## config.mk

```make
export PLATFORM = sky130hd
export DESIGN_NAME = imm_gen_pipe
export DESIGN_NICKNAME = d
export VERILOG_FILES = /design/src/rtl/imm_gen_pipe.sv
export SDC_FILE = /design/constraint.sdc
export NUM_CORES = 1
export LEC_CHECK = 0
export ABC_AREA = 1
export BUFFER_PORTS_ARGS = -buffer_cell sky130_fd_sc_hd__buf_2
export CORE_MARGIN = 5
export CORE_UTILIZATION = 50
export DETAILED_ROUTE_END_ITERATION = 10
export PLACE_DENSITY = 0.83
export SYNTH_ARGS = -nofsm -noshare
export SYNTH_HDL_FRONTEND = slang
export SYNTH_SLANG_ARGS = --single-unit
```

## constraint.sdc

```tcl
create_clock -name clk -period 3.4 [get_ports clk]
set_clock_uncertainty 0.2 [all_clocks]
set_input_delay 0.68 -clock clk [delete_from_list [all_inputs] [get_ports clk]]
set_output_delay 0.68 -clock clk [all_outputs]
set_load 0.02 [all_outputs]
```

## src/rtl/imm_gen_pipe.sv

```systemverilog
// Registered immediate-generation stage: decodes RISC-V immediates from an instruction
// word and hands them to execute through a 2-entry in-order skid buffer.
module imm_gen_pipe #(
  parameter int XLEN  = 32,
  parameter int TAG_W = 8
) (
  input  logic             clk,
  input  logic             rst,
  input  logic             flush,
  input  logic             in_valid,
  output logic             in_ready,
  input  logic [31:0]      in_instr,
  input  logic [2:0]       in_imm_src,
  input  logic [TAG_W-1:0] in_tag,
  output logic             out_valid,
  input  logic             out_ready,
  output logic [XLEN-1:0]  out_imm,
  output logic             out_err,
  output logic [TAG_W-1:0] out_tag
);

  if (!(XLEN == 32 || XLEN == 64)) begin : g_bad_xlen
    $error("imm_gen_pipe: XLEN must be 32 or 64");
  end

  typedef enum logic [2:0] {
    SRC_I  = 3'b000,
    SRC_S  = 3'b001,
    SRC_B  = 3'b010,
    SRC_J  = 3'b011,
    SRC_U  = 3'b100,
    SRC_Z  = 3'b101,
    SRC_SH = 3'b110,
    SRC_X  = 3'b111
  } imm_src_e;

  logic [63:0]      imm_wide;
  logic [XLEN-1:0]  imm_c;
  logic             err_c;
  logic             sgn;

  assign sgn = in_instr[31];

  // Everything is built at 64 bits and truncated, so one code path serves both widths.
  always_comb begin
    imm_wide = '0;
    err_c    = 1'b0;
    case (imm_src_e'(in_imm_src))
      SRC_I:  imm_wide = {{52{sgn}}, in_instr[31:20]};
      SRC_S:  imm_wide = {{52{sgn}}, in_instr[31:25], in_instr[11:7]};
      SRC_B:  imm_wide = {{52{sgn}}, in_instr[7], in_instr[30:25], in_instr[11:8], 1'b0};
      SRC_J:  imm_wide = {{44{sgn}}, in_instr[19:12], in_instr[20], in_instr[30:21], 1'b0};
      SRC_U:  imm_wide = {{32{sgn}}, in_instr[31:12], 12'b0};
      SRC_Z:  imm_wide = {59'b0, in_instr[19:15]};
      SRC_SH: begin
        if (XLEN == 64) imm_wide = {58'b0, in_instr[25:20]};
        else            imm_wide = {59'b0, in_instr[24:20]};
      end
      default: begin
        imm_wide = '0;
        err_c    = 1'b1;
      end
    endcase
  end

  assign imm_c = imm_wide[XLEN-1:0];

  logic [XLEN-1:0]  mem_imm [2];
  logic [TAG_W-1:0] mem_tag [2];
  logic [1:0]       mem_err;
  logic             head;
  logic             tail;
  logic [1:0]       count;
  logic [1:0]       count_next;
  logic             push;
  logic             pop;

  assign out_valid = (count != 2'd0);
  assign pop       = out_valid && out_ready;
  assign push      = in_valid && in_ready && !flush;
  assign tail      = head ^ count[0];

  assign out_imm = mem_imm[head];
  assign out_err = mem_err[head];
  assign out_tag = mem_tag[head];

  always_comb begin
    count_next = count;
    if (flush) begin
      count_next = 2'd0;
    end else begin
      case ({push, pop})
        2'b10:   count_next = count + 2'd1;
        2'b01:   count_next = count - 2'd1;
        default: count_next = count;
      endcase
    end
  end

  // in_ready comes from a flop so upstream never sees a combinational path from out_ready.
  always_ff @(posedge clk or posedge rst) begin
    if (rst) begin
      count      <= 2'd0;
      head       <= 1'b0;
      in_ready   <= 1'b0;
      mem_imm[0] <= '0;
      mem_imm[1] <= '0;
      mem_tag[0] <= '0;
      mem_tag[1] <= '0;
      mem_err    <= '0;
    end else begin
      count    <= count_next;
      in_ready <= (count_next != 2'd2);
      if (pop) head <= ~head;
      if (push) begin
        mem_imm[tail] <= imm_c;
        mem_tag[tail] <= in_tag;
        mem_err[tail] <= err_c;
      end
    end
  end

endmodule

```

==> impl_metrics.tcl <==
set metrics [dict create \
    cts-htree-levels 3 \
    drc_errors 0 \
    rows 33 \
    crit_top_cell "nand2_1" \
    die_y_um 101 \
    end_kind "output pin" \
    track_usage 0.209 \
    ir_drop_v 0.000442 \
    yosysWarnings 0 \
    synth_cell_type_count 25 \
    slew_violations 0 \
    startpoint_type "flip-flop" \
    netlist_instances 543 \
    drt-total-wl_um 10100 \
    grt_pass1_vias 3674 \
    core_sq_mm 0.00813 \
    hp-class "input pin to async pin" \
    timing.rr.start "head" \
    initial_utilization 0.507 \
    cts_tree "done" \
    fin_crit_sh 0.814 \
    slew_headroom 0.526 \
    hold_viol_final 0 \
    final_common_cell "nand2_1" \
    cpPeakStageDelay_ns 0.45 \
    post_cts_resized 0 \
    place_congestion 0.916 \
    period_needed_ns 2.77 \
    status "finished clean" \
    portBuffers 83 \
    ff2ff_path_depth 7 \
    drive_gt1_frac 0.184 \
    avgSynthCellArea_sq_um 7.59 \
    cts_hold_buf 0 \
    synth_fp_nets 592 \
    final_cells 726 \
    cp.required_ns 2.52 \
    crit_chain "clkinv_1, buf_4, nand2_1, nand2_1, buf_2" \
    crit_fanout 17 \
    rr_endpoint "mem_tag[15]" \
    cts_sinks 86 \
    pin_count 91 \
    root_buffer "clkbuf_8" \
    fin_tns_setup_ns 0 \
    worstPathArrival_ns 1.89 \
    reg2reg_setup_slack_ns 0.96 \
    cp_slowest_cell "clkinv_1" \
    dp_hpwl_um 6850 \
    clk_latency_ns 0.36 \
    cts_setup_buffers 0 \
    netlist_area_sq_mm 0.00412 \
    cap_violations 0 \
    path_clk_slew_ns 0.10 \
    layout.nets 665 \
    ctsLongestPathBuffers 2 \
    fmax_mhz 361 \
    grt_pass1_wl_um 17100 \
    area_growth_pct 17.2 \
    die-width_um 101 \
    synth-seq-cells 86 \
    p_leak_nw 2.66 \
    cts_inserted_buffers 9 \
    worst_slew_pin_slew_ns 0.711 \
    antenna_found_initial 0 \
    viasPerCell 5.18 \
    drtIter0Drc 227 \
    firstDrtPassIters 5 \
    overflow 0 \
    worstSetupPathType "flip-flop to output pin" \
    rsz0062_at_grt "no" \
    most-common-layout-cells "251 x nand2_1, 85 x dfrtp_1, 83 x buf_2, 45 x o21ai_1, 42 x inv_1" \
    vias 3759 \
    p_per_area_mw_per_mm2 922 \
    ys_seq_area_frac 0.522 \
    grt_max_degree 58 \
    antenna_left 0 \
    antennaDiodeCount 0 \
    dp_cells 710 \
    dieArea_sq_mm 0.0102 \
    wl_per_cell_um 13.9 \
    setup_viol_count_final 0 \
]
## layer usage
layer / share of wire / vias to the layer above / track usage
li1: - / 1843 / -
met1: 0.43 / 1766 / 0.288
met2: 0.49 / 133 / 0.336
met3: 0.060 / 17 / 0.0318
met4: 0.018 / 0 / 0.0767
met5: 0 / - / 0
## cells in the mapped netlist (all sizes together)
cell,number,share of area
ha,1,0.0030
clkbuf,7,0.0064
a21boi,1,0.0018
nand4,7,0.011
o211ai,1,0.0018
o21ai,78,0.095
dfrtp,86,0.52
nand3,18,0.023
nor3,1,0.0012
nand2,251,0.23
inv,46,0.043
nor2,14,0.018
and3,1,0.0015
xnor2,1,0.0039
clkinv,1,0.00091
a21oi,8,0.0097
buf,19,0.026
xor2,2,0.0043
## how the worst max path moves through the flow
stage	to	startpoint	cells after the start	slack [ns]
5_1_grt	out_imm[18]	head	5	0.50
3_5_place_dp	mem_imm[19]	in_imm_src[2]	6	0.72
6_report	out_imm[11]	head	5	0.63
2_1_floorplan	count[0]	rst	1	0.30
4_1_cts	out_imm[3]	head	5	0.63
3_3_place_gp	mem_imm[45]	in_imm_src[2]	6	0.85
## flip-flops by register name (all words and copies together) (netlist names)
signal	count
in_ready	1
mem_err	2
count	2
mem_imm	64
head	1
mem_tag	16
## worst max-delay path, delay by kind of cell (launching register included)
kind | cells | cell delay [ns]
buffers and inverters | 3 | 1.01
AND/OR/NAND/NOR | 2 | 0.14
flip-flops | 1 | 0.37
## power by group
| part | internal (mW) | switching (mW) | leakage (nW) | total (mW) |
|---|---|---|---|---|
| registers | 1.46 | 0.211 | 1.10 | 1.67 |
| clock network | 0.425 | 0.390 | 0.112 | 0.815 |
| logic | 0.626 | 1.34 | 1.44 | 1.97 |
## layout make-up
cell class / count / area, sq um
Tap cell: 105 / 131
Multi-Input combinational cell: 384 / 1660
Timing Repair Buffer: 88 / 478
Fill cell: 761 / 3300
Inverter: 47 / 180
Clock inverter: 7 / 105
Clock buffer: 9 / 124
Sequential cell: 86 / 2150
## logic make-up after synthesis
| kind of cell | synth area share |
|---|---|
| buffers and inverters | 0.0753 |
| adders and majority gates | 0.00304 |
| and+or+nand+nor | 0.283 |
| DFF | 0.522 |
| xor gates and xnor gates | 0.00820 |
| AOI/OAI and AO/OA | 0.108 |
## through the flow
step / setup WS [ns] / utilization / cell area (sq um) / power (mW) / hold WS, ns
finish: 0.631 / 0.594 / 4830 / 4.45 / 0.210
global route: 0.500 / 0.594 / 4830 / 4.81 / 0.264
floorplan: 0.298 / - / 4120 / 3.06 / 0.242
detailed placement: 0.723 / 0.566 / 4600 / 3.67 / 0.260
CTS: 0.634 / 0.594 / 4830 / 4.49 / 0.215
global placement: 0.849 / 0.566 / 4600 / 3.59 / 0.253
No activity file was read; power rests on OpenSTA's default activity.
